===== src/rtl/spi_pkg.sv =====
// spi_pkg: shared types and widths for the SPI master driver slice.
//   opcode_e : RAM command opcodes carried in cmd_word[9:8]
//   state_e  : frame sequencer states of spi_master_driver
//   CMD_W    : command word width (opcode + payload)
//   DATA_W   : read-back byte width
package spi_pkg;

    localparam int unsigned CMD_W  = 10;
    localparam int unsigned DATA_W = 8;

    typedef enum logic [1:0] {
        WR_ADDR = 2'b00,
        WR_DATA = 2'b01,
        RD_ADDR = 2'b10,
        RD_DATA = 2'b11
    } opcode_e;

    typedef enum logic [2:0] {
        IDLE   = 3'd0,
        SELECT = 3'd1,
        FLAG   = 3'd2,
        SHIFT  = 3'd3,
        TURN   = 3'd4,
        RECV   = 3'd5,
        DONE   = 3'd6
    } state_e;

endpackage


===== src/rtl/spi_shift_reg.sv =====
// spi_shift_reg: 10-bit parallel-load / serial-out transmit register plus
// 8-bit serial-in receive register, both MSB first.
//   clk, rst_n    : clock, asynchronous active-low reset
//   load_i        : load load_data_i into the transmit register
//   load_data_i   : command word to transmit
//   shift_i       : shift transmit register left by one
//   sample_i      : shift sin_i into the receive register
//   sin_i         : serial input (MISO)
//   sout_o        : current transmit MSB
//   sout_next_o   : transmit bit that becomes MSB after the next shift
//   rx_data_o     : receive register contents
module spi_shift_reg
    import spi_pkg::*;
(
    input  logic              clk,
    input  logic              rst_n,
    input  logic              load_i,
    input  logic [CMD_W-1:0]  load_data_i,
    input  logic              shift_i,
    input  logic              sample_i,
    input  logic              sin_i,
    output logic              sout_o,
    output logic              sout_next_o,
    output logic [DATA_W-1:0] rx_data_o
);

    logic [CMD_W-1:0]  tx_q;
    logic [DATA_W-1:0] rx_q;

    always_ff @(posedge clk or negedge rst_n) begin
        if (!rst_n) begin
            tx_q <= '0;
        end else if (load_i) begin
            tx_q <= load_data_i;
        end else if (shift_i) begin
            tx_q <= {tx_q[CMD_W-2:0], 1'b0};
        end
    end

    always_ff @(posedge clk or negedge rst_n) begin
        if (!rst_n) begin
            rx_q <= '0;
        end else if (sample_i) begin
            rx_q <= {rx_q[DATA_W-2:0], sin_i};
        end
    end

    assign sout_o      = tx_q[CMD_W-1];
    assign sout_next_o = tx_q[CMD_W-2];
    assign rx_data_o   = rx_q;

endmodule


===== src/rtl/spi_master_driver.sv =====
// spi_master_driver: SPI initiator for the SPI slave + RAM subsystem.
// Accepts 10-bit command words over valid/ready, sends SELECT, FLAG and 10
// data bits MSB first under SS_n; RD_DATA frames add RD_LATENCY turnaround
// cycles and capture 8 MISO bits MSB first.
//   clk, rst_n          : clock (also SPI bit clock), async active-low reset
//   cmd_valid/cmd_ready : command handshake, cmd_word = {opcode, payload}
//   SS_n, MOSI, MISO    : SPI lines
//   rd_data, rd_valid   : captured read byte, one-cycle update pulse
//   busy                : frame in progress (SS_n low)
//   cmd_err             : one-cycle pulse for a command rejected by order check
// Build option: SPI_MASTER_ORDER_CHECK_EN enables command-order checking
// (WR_DATA needs a prior WR_ADDR, RD_DATA a prior RD_ADDR); otherwise
// every command is forwarded and cmd_err stays 0.
module spi_master_driver
    import spi_pkg::*;
#(
    parameter int unsigned RD_LATENCY = 2
) (
    input  logic              clk,
    input  logic              rst_n,
    input  logic              cmd_valid,
    input  logic [CMD_W-1:0]  cmd_word,
    output logic              cmd_ready,
    output logic              SS_n,
    output logic              MOSI,
    input  logic              MISO,
    output logic [DATA_W-1:0] rd_data,
    output logic              rd_valid,
    output logic              busy,
    output logic              cmd_err
);

    state_e              state_q, state_d;
    logic [3:0]          cnt_q, cnt_d;
    logic                rd_op_q, rd_op_d;
    logic                ss_n_q, ss_n_d;
    logic                mosi_q, mosi_d;
    logic                ready_q, ready_d;
    logic [DATA_W-1:0]   rd_data_q, rd_data_d;
    logic                rd_valid_q, rd_valid_d;
    logic                err_q, err_d;

    logic                accept, legal, load, shift, sample;
    logic                sout, sout_next;
    logic [DATA_W-1:0]   rx_data;
    opcode_e             op;

    assign op     = opcode_e'(cmd_word[CMD_W-1:CMD_W-2]);
    assign accept = cmd_valid & ready_q;

`ifdef SPI_MASTER_ORDER_CHECK_EN
    logic wr_seen_q, rd_seen_q;

    assign legal = !((op == WR_DATA) && !wr_seen_q) &&
                   !((op == RD_DATA) && !rd_seen_q);

    always_ff @(posedge clk or negedge rst_n) begin
        if (!rst_n) begin
            wr_seen_q <= 1'b0;
            rd_seen_q <= 1'b0;
        end else if (accept && legal) begin
            if (op == WR_ADDR) wr_seen_q <= 1'b1;
            if (op == RD_ADDR) rd_seen_q <= 1'b1;
        end
    end
`else
    assign legal = 1'b1;
`endif

    spi_shift_reg u_shift_reg (
        .clk         (clk),
        .rst_n       (rst_n),
        .load_i      (load),
        .load_data_i (cmd_word),
        .shift_i     (shift),
        .sample_i    (sample),
        .sin_i       (MISO),
        .sout_o      (sout),
        .sout_next_o (sout_next),
        .rx_data_o   (rx_data)
    );

    always_comb begin
        state_d    = state_q;
        cnt_d      = cnt_q;
        rd_op_d    = rd_op_q;
        rd_data_d  = rd_data_q;
        rd_valid_d = 1'b0;
        err_d      = 1'b0;
        load       = 1'b0;
        shift      = 1'b0;
        sample     = 1'b0;
        case (state_q)
            IDLE, DONE: begin
                state_d = IDLE;
                if (accept) begin
                    if (legal) begin
                        load    = 1'b1;
                        rd_op_d = (op == RD_DATA);
                        state_d = SELECT;
                    end else begin
                        err_d = 1'b1;
                    end
                end
            end
            SELECT: state_d = FLAG;
            FLAG: begin
                state_d = SHIFT;
                cnt_d   = '0;
            end
            SHIFT: begin
                shift = 1'b1;
                if (cnt_q == 4'd9) begin
                    cnt_d   = '0;
                    state_d = rd_op_q ? TURN : DONE;
                end else begin
                    cnt_d = cnt_q + 4'd1;
                end
            end
            TURN: begin
                if (cnt_q == 4'(RD_LATENCY - 1)) begin
                    cnt_d   = '0;
                    state_d = RECV;
                end else begin
                    cnt_d = cnt_q + 4'd1;
                end
            end
            RECV: begin
                sample = 1'b1;
                if (cnt_q == 4'd7) begin
                    state_d    = DONE;
                    rd_valid_d = 1'b1;
                    rd_data_d  = {rx_data[DATA_W-2:0], MISO};
                end else begin
                    cnt_d = cnt_q + 4'd1;
                end
            end
            default: state_d = IDLE;
        endcase
    end

    // Outputs are registered from the next state so every pin changes on the
    // same edge as the state it belongs to. The first SHIFT bit repeats the
    // unshifted MSB (same bit as FLAG); later bits take the bit that the
    // concurrent shift moves into the MSB.
    always_comb begin
        ss_n_d  = (state_d == IDLE) || (state_d == DONE);
        ready_d = ss_n_d;
        mosi_d  = 1'b0;
        if (state_d == FLAG) begin
            mosi_d = sout;
        end else if (state_d == SHIFT) begin
            mosi_d = (state_q == FLAG) ? sout : sout_next;
        end
    end

    always_ff @(posedge clk or negedge rst_n) begin
        if (!rst_n) begin
            state_q    <= IDLE;
            cnt_q      <= '0;
            rd_op_q    <= 1'b0;
            ss_n_q     <= 1'b1;
            mosi_q     <= 1'b0;
            ready_q    <= 1'b0;
            rd_data_q  <= '0;
            rd_valid_q <= 1'b0;
            err_q      <= 1'b0;
        end else begin
            state_q    <= state_d;
            cnt_q      <= cnt_d;
            rd_op_q    <= rd_op_d;
            ss_n_q     <= ss_n_d;
            mosi_q     <= mosi_d;
            ready_q    <= ready_d;
            rd_data_q  <= rd_data_d;
            rd_valid_q <= rd_valid_d;
            err_q      <= err_d;
        end
    end

    assign cmd_ready = ready_q;
    assign SS_n      = ss_n_q;
    assign MOSI      = mosi_q;
    assign rd_data   = rd_data_q;
    assign rd_valid  = rd_valid_q;
    assign busy      = ~ss_n_q;
    assign cmd_err   = err_q;

endmodule


===== config.mk =====
export PLATFORM = sky130hd
export DESIGN_NAME = spi_master_driver
export DESIGN_NICKNAME = d
export VERILOG_FILES = /design/src/rtl/spi_pkg.sv /design/src/rtl/spi_shift_reg.sv /design/src/rtl/spi_master_driver.sv
export SDC_FILE = /design/constraint.sdc
export NUM_CORES = 1
export LEC_CHECK = 0
export BUFFER_PORTS_ARGS = -buffer_cell sky130_fd_sc_hd__buf_4
export CAP_MARGIN = 15
export CORE_AREA = 2 2 63 59
export DETAILED_ROUTE_END_ITERATION = 7
export DIE_AREA = 0 0 65 61
export PLACE_DENSITY_LB_ADDON = 0.15
export SLEW_MARGIN = 10
export SYNTH_ARGS = -nofsm -noshare
export SYNTH_HDL_FRONTEND = slang
export SYNTH_SLANG_ARGS = --single-unit

===== constraint.sdc =====
create_clock -name clk -period 4.3 [get_ports clk]
set_input_delay 0.645 -clock clk [delete_from_list [all_inputs] [get_ports clk]]
set_output_delay 0.645 -clock clk [all_outputs]
set_load 0.02 [all_outputs]

; Yosys cells after proc, flatten, opt, wreduce, memory -nomap -nowiden
; Index checks and enable logic that the tools add are counted.
[op_classes]
n_addsub = 1
eq_ne = 14
n_mux = 21
n_bitwise = 2
reduce_logical = 9
[op_table]
columns = cell, n
row1 = $mux W10, 2
row2 = $pmux W3 S6, 1
row3 = $pmux W4 S4, 1
row4 = $eq A3 B2 Y1 const B, 4
row5 = $eq A3 B3 Y1 const B, 4
row6 = $mux W4, 3
row7 = $mux W1, 10
row8 = $mux W3, 3
row9 = $logic_not A3 Y1, 2
row10 = $reduce_and A2 Y1, 3
row11 = $add A4 B1 Y4 const B, 1
row12 = $eq A4 B1 Y1 const B, 1
row13 = $eq A4 B3 Y1 const B, 1
row14 = $eq A4 B4 Y1 const B, 1
row15 = $reduce_bool A4 Y1, 1
row16 = $eq A3 B1 Y1 const B, 1
row17 = $eq A2 B2 Y1 const B, 1
row18 = $mux W2, 1
row19 = $ne A2 B2 Y1 const B, 1
row20 = $reduce_bool A2 Y1, 1
row21 = $reduce_or A2 Y1, 1
row22 = $and A1 B1 Y1, 1
row23 = $logic_or A1 B1 Y1, 1
row24 = $not A1 Y1, 1
[totals]
regBits = 37
in_bits = 14
output_inout_bits = 14
word_cells = 57

; Logic depth before layout (Yosys ltp)
[logic_depth]
ltp_word = 6
depth_mapped = 8
mapped_depth_nobuf = 7

; Hierarchy
; From an unflattened synthesis, not the netlist that was laid out.
[unflattened]
hier_cells = 149
hier_area_um2 = 1840.5
[modules_own_cells]
columns = module, n_inst, cells_each, area_per_inst_um2, seq_area_each_um2
row1 = spi_master_driver, 1, 89, 1044.8, 501.7
row2 = spi_shift_reg, 1, 60, 795.8, 450.4

; Least setup slack after synthesis
; Ideal clock, no wire load.
[synth_timing]
path_kind = reg2reg
from = reg state_q[1]
to = reg cnt_q[3]
setup_time_ps = 76
t_arrival_ps = 1917
required_time_ps = 4224
slack_ps = 2307
path_stages_with_launch = 8
n_path_buf = 2
period_less_slack_ps = 1993
cell_sequence = dfrtp_1 buf_2 inv_1 ha_1 clkbuf_1 or3b_1 or3_1 o21ai_1
[synth_via]
elab_chain_len = 3
word_cells_on_any_way = 8
cone_classes = eq/ne (5) / mux (1) / reduce/logical (2)
[synth_rtl]
columns = element, line
row1 = "start, declared", spi_master_driver.sv:33  ; state_e state_q, state_d;
row2 = "start signal, assigned", spi_master_driver.sv:169  ; state_q <= state_d;
row3 = $eq A3 B2 Y1 / $eq A3 B3 Y1 (equally long branches), spi_master_driver.sv:93  ; case (state_q)
row4 = $reduce_bool A4 Y1 (no line) / $ne A2 B2 Y1 (equally long branches), n/a
row5 = $reduce_and A2 Y1 (no line), n/a
row6 = "end signal, assigned", spi_master_driver.sv:170  ; cnt_q <= cnt_d;
row7 = "end, declared", spi_master_driver.sv:34  ; logic [3:0] cnt_q, cnt_d;
; Parallel ways exist; a longest one is shown, timed or not.
; A chain may end at the register's enable or synchronous reset.

; Worst setup path in the final report
; Same ends and word-level chain as after synthesis.

==> out/results.txt <==
# nets final - 198
First-pass DRT Iterations - 4
Worst EP required - 4.51 ns
Post-DRT Antenna Nets - 0
Seq cells post-synth - 37
clk slew on worst S/H paths - 0.07 ns
Crit path max-delay family - simple AND/OR/NAND/NOR gates
layout cells sized above 1 - 0.294
Tcrit/Tclk final - 0.490
Max-Cap Viols - 0
Core ar. - 3280 sq um
ranking of synthesized cells by area - dfrtp_1 (52%), mux2_2 (10%), nand2_1 (4.7%), a22oi_1 (3.4%), o21ai_0 (3.2%)
port buffer count - 26
peak supply drop - 0.336 mV
Hold Vio Cnt, Final - 0
post-synth top area cell - dfrtp_1
Power Total - 1.06 mW
Finished Layout Cells - 224
leakage - 1.03 nW
post-CTS setup buffers - 0
kind of critical path - register to register
Yosys top cell area share - 0.517
Mean Syn Cell Area - 11.2 sq um
Filler cells - 274
number of remaining DRC errors - 0
worst-margin pin slew - 0.922 ns
net count after synthesis - 174
CP max FO - 14
Worst setup EP type - register
post-synthesis cell area - 1740 sq um
Unique masters post-synth - 39
RSZ-0062 raised after global routing - no
Power Dens Cells - 520 nW/um^2
DRT iter0 DRCs - 106
sequential fraction of the synthesis area - 0.532
CTS tree - done
dpl cells - 217
final setup fails - 0
wire per inst - 13.6 um
vias in the first global route - 1148
global-route wire length before repair - 5130 um
FF/Latch Area - 927 sq um
Yosys warning count - 0
Data arrival, critical path - 2.32 ns
max-slew violations - 0
setup tns final - 0 ns
clock insertion delay at the later pin of the skew report - 0.28 ns
Worst path slowest cell - dfrtp_1
Die ar. - 3970 sq um
hold buffers post-CTS - 0
DR vias/cell - 5.36
CTS Root Cell - clkbuf_8
initial antenna violation count - 0
# resized after CTS - 0
multi-input logic area - 746 sq um
Max Clk Rate - 475 MHz
Boundary Pins - 28
Layout area overhead - 16.5%
die extent in x - 65 um
DR vias - 1201
CP Launch Type - register
largest net degree at the start of global routing - 38
post-route minimum period - 2.11 ns
crit-path cells - inv_1 -> ha_1 -> or3b_1 -> or3_1 -> o21ai_1
Post-DP HPWL - 2210 um
FP Rows - 20
htree depth - 2
relative slew slack - 0.383
Syn Inst Count - 156
Buf+Inv Stages, Crit Path - 1
Overflow after GRT - 0
Hold Path Class - input pin to asynchronous set/reset pin
Sink Count - 37
gp weighted congestion - 0.886
Initial Util - 0.531
Worst Skew - 0.00310 ns
total CTS buffers - 5
Critical Path Max Stage Delay - 0.60 ns
Die Ht - 61 um
wirelength, routed - 3050 um
ANT cells - 0
maximum root-to-sink buffer count - 2
status - finished, final reports clean
All-Layer GR Usage - 0.176
## cells in the mapped netlist
cell and instances:
dfrtp_1 36, nand2_1 22, mux2_2 16, o21ai_0 11, a22oi_1 8, inv_1 5
nor2_1 5, buf_2 4, ha_1 4, mux2i_1 4, a21oi_1 3, a31oi_1 3
clkbuf_1 3, nand3_1 3, nand3b_1 3, and3b_1 2, nor2b_1 2, a21o_1 1
and3_1 1, and4_1 1, buf_4 1, buf_6 1, conb_1 1, dfstp_2 1
nand2b_1 1, nand3b_4 1, nand4_1 1, nor2_2 1, nor3_1 1, nor3b_1 1
nor4b_2 1, o21a_1 1, o21ai_1 1, o21bai_1 1, o22ai_2 1, or3_1 1
or3b_1 1, xnor2_1 1, xor2_1 1
## area by class of cell
| type | count | share of cell area |
|---|---|---|
| clock buffer | 7 | 0.0426 |
| multi-input combinational | 105 | 0.368 |
| inverter | 5 | 0.00925 |
| timing repair buffer | 26 | 0.0962 |
| sequential | 37 | 0.457 |
| tap | 44 | 0.0271 |
## where the power goes
| group | leakage, nW | switching [mW] | internal, mW |
|---|---|---|---|
| combinational | 0.487 | 0.186 | 0.142 |
| sequential | 0.495 | 0.0667 | 0.421 |
| clock | 0.0443 | 0.112 | 0.127 |
| total | 1.03 | 0.365 | 0.690 |
## stage by stage
stage | instance area [sq um] | setup WS, ns | hold slack (ns) | util
final | 2030 | 2.19 | 0.299 | 0.619
after global routing | 2030 | 2.06 | 0.333 | 0.619
after floorplan | 1740 | 2.31 | 0.349 | -
after detailed placement | 1940 | 2.24 | 0.456 | 0.592
after global placement | 1940 | 2.31 | 0.459 | 0.592
after CTS | 2030 | 2.20 | 0.313 | 0.619
## cells by family after synthesis
family,synth area share
compound gates,0.108
xor+xnor,0.0101
fa+ha+maj,0.0287
buf+inv,0.0395
flops,0.532
mux,0.126
other cells,0.00215
simple gates,0.152
## path summary, 6_finish.rpt
| path | from | endpoint | slack, ns | cells past startpoint |
|---|---|---|---|---|
| setup / recovery | state_q[1] | cnt_q[3] | 2.19 | 5 |
| hold / removal | rst_n | state_q[0] | 0.30 | 1 |
| setup reg to reg | state_q[1] | cnt_q[3] | 2.19 | 5 |
| hold reg to reg | rd_op_q | rd_op_q | 0.47 | 2 |
| max in group asynchronous | rst_n | SS_n | 3.66 | 1 |
| min in group clk | rd_op_q | rd_op_q | 0.47 | 2 |
## sequential cells by signal, summed over array words and instances, names as in the netlist, 3 cells and up
name                   flops
u_shift_reg.rx_data_o      7
state_q                    3
cnt_q                      4
rd_data                    8
u_shift_reg.tx_q          10
## cell usage in the layout, fill, tap and decap left out
cell	instances
and3b_1	2
a21o_1	1
dfstp_2	1
o21ai_1	1
nand3b_4	1
nand4_1	1
or3b_1	1
clkbuf_8	6
nor3_1	1
o22ai_2	1
a21oi_1	3
nor2_1	5
a22oi_1	8
mux2i_1	4
and4_1	1
clkbuf_1	1
nand2_1	22
nand3_1	3
nand3b_1	3
dfrtp_1	36
o21ai_0	11
a31oi_1	3
conb_1	1
o21a_1	1
xor2_1	1
nor4b_2	1
nand2b_1	1
nor3b_1	1
xnor2_1	1
nor2b_1	2
buf_4	26
o21bai_1	1
mux2_2	16
or3_1	1
nor2_2	1
and3_1	1
ha_1	4
inv_1	5
## worst register-to-register path, delay by kind of cell (launching register included)
kind,cells,cell delay (ns)
adders and majority gates,1,0.43
buffers and inverters,1,0.16
and+or+nand+nor,2,0.78
DFF,1,0.60
AOI/OAI and AO/OA,1,0.08
## routing by layer
layer / GRT usage / wire length (um)
met5: 0 / 0
met4: 0.0729 / 41
met3: 0.0557 / 138
met2: 0.287 / 1460
met1: 0.222 / 1410
No activity file was read; power rests on OpenSTA's default activity.
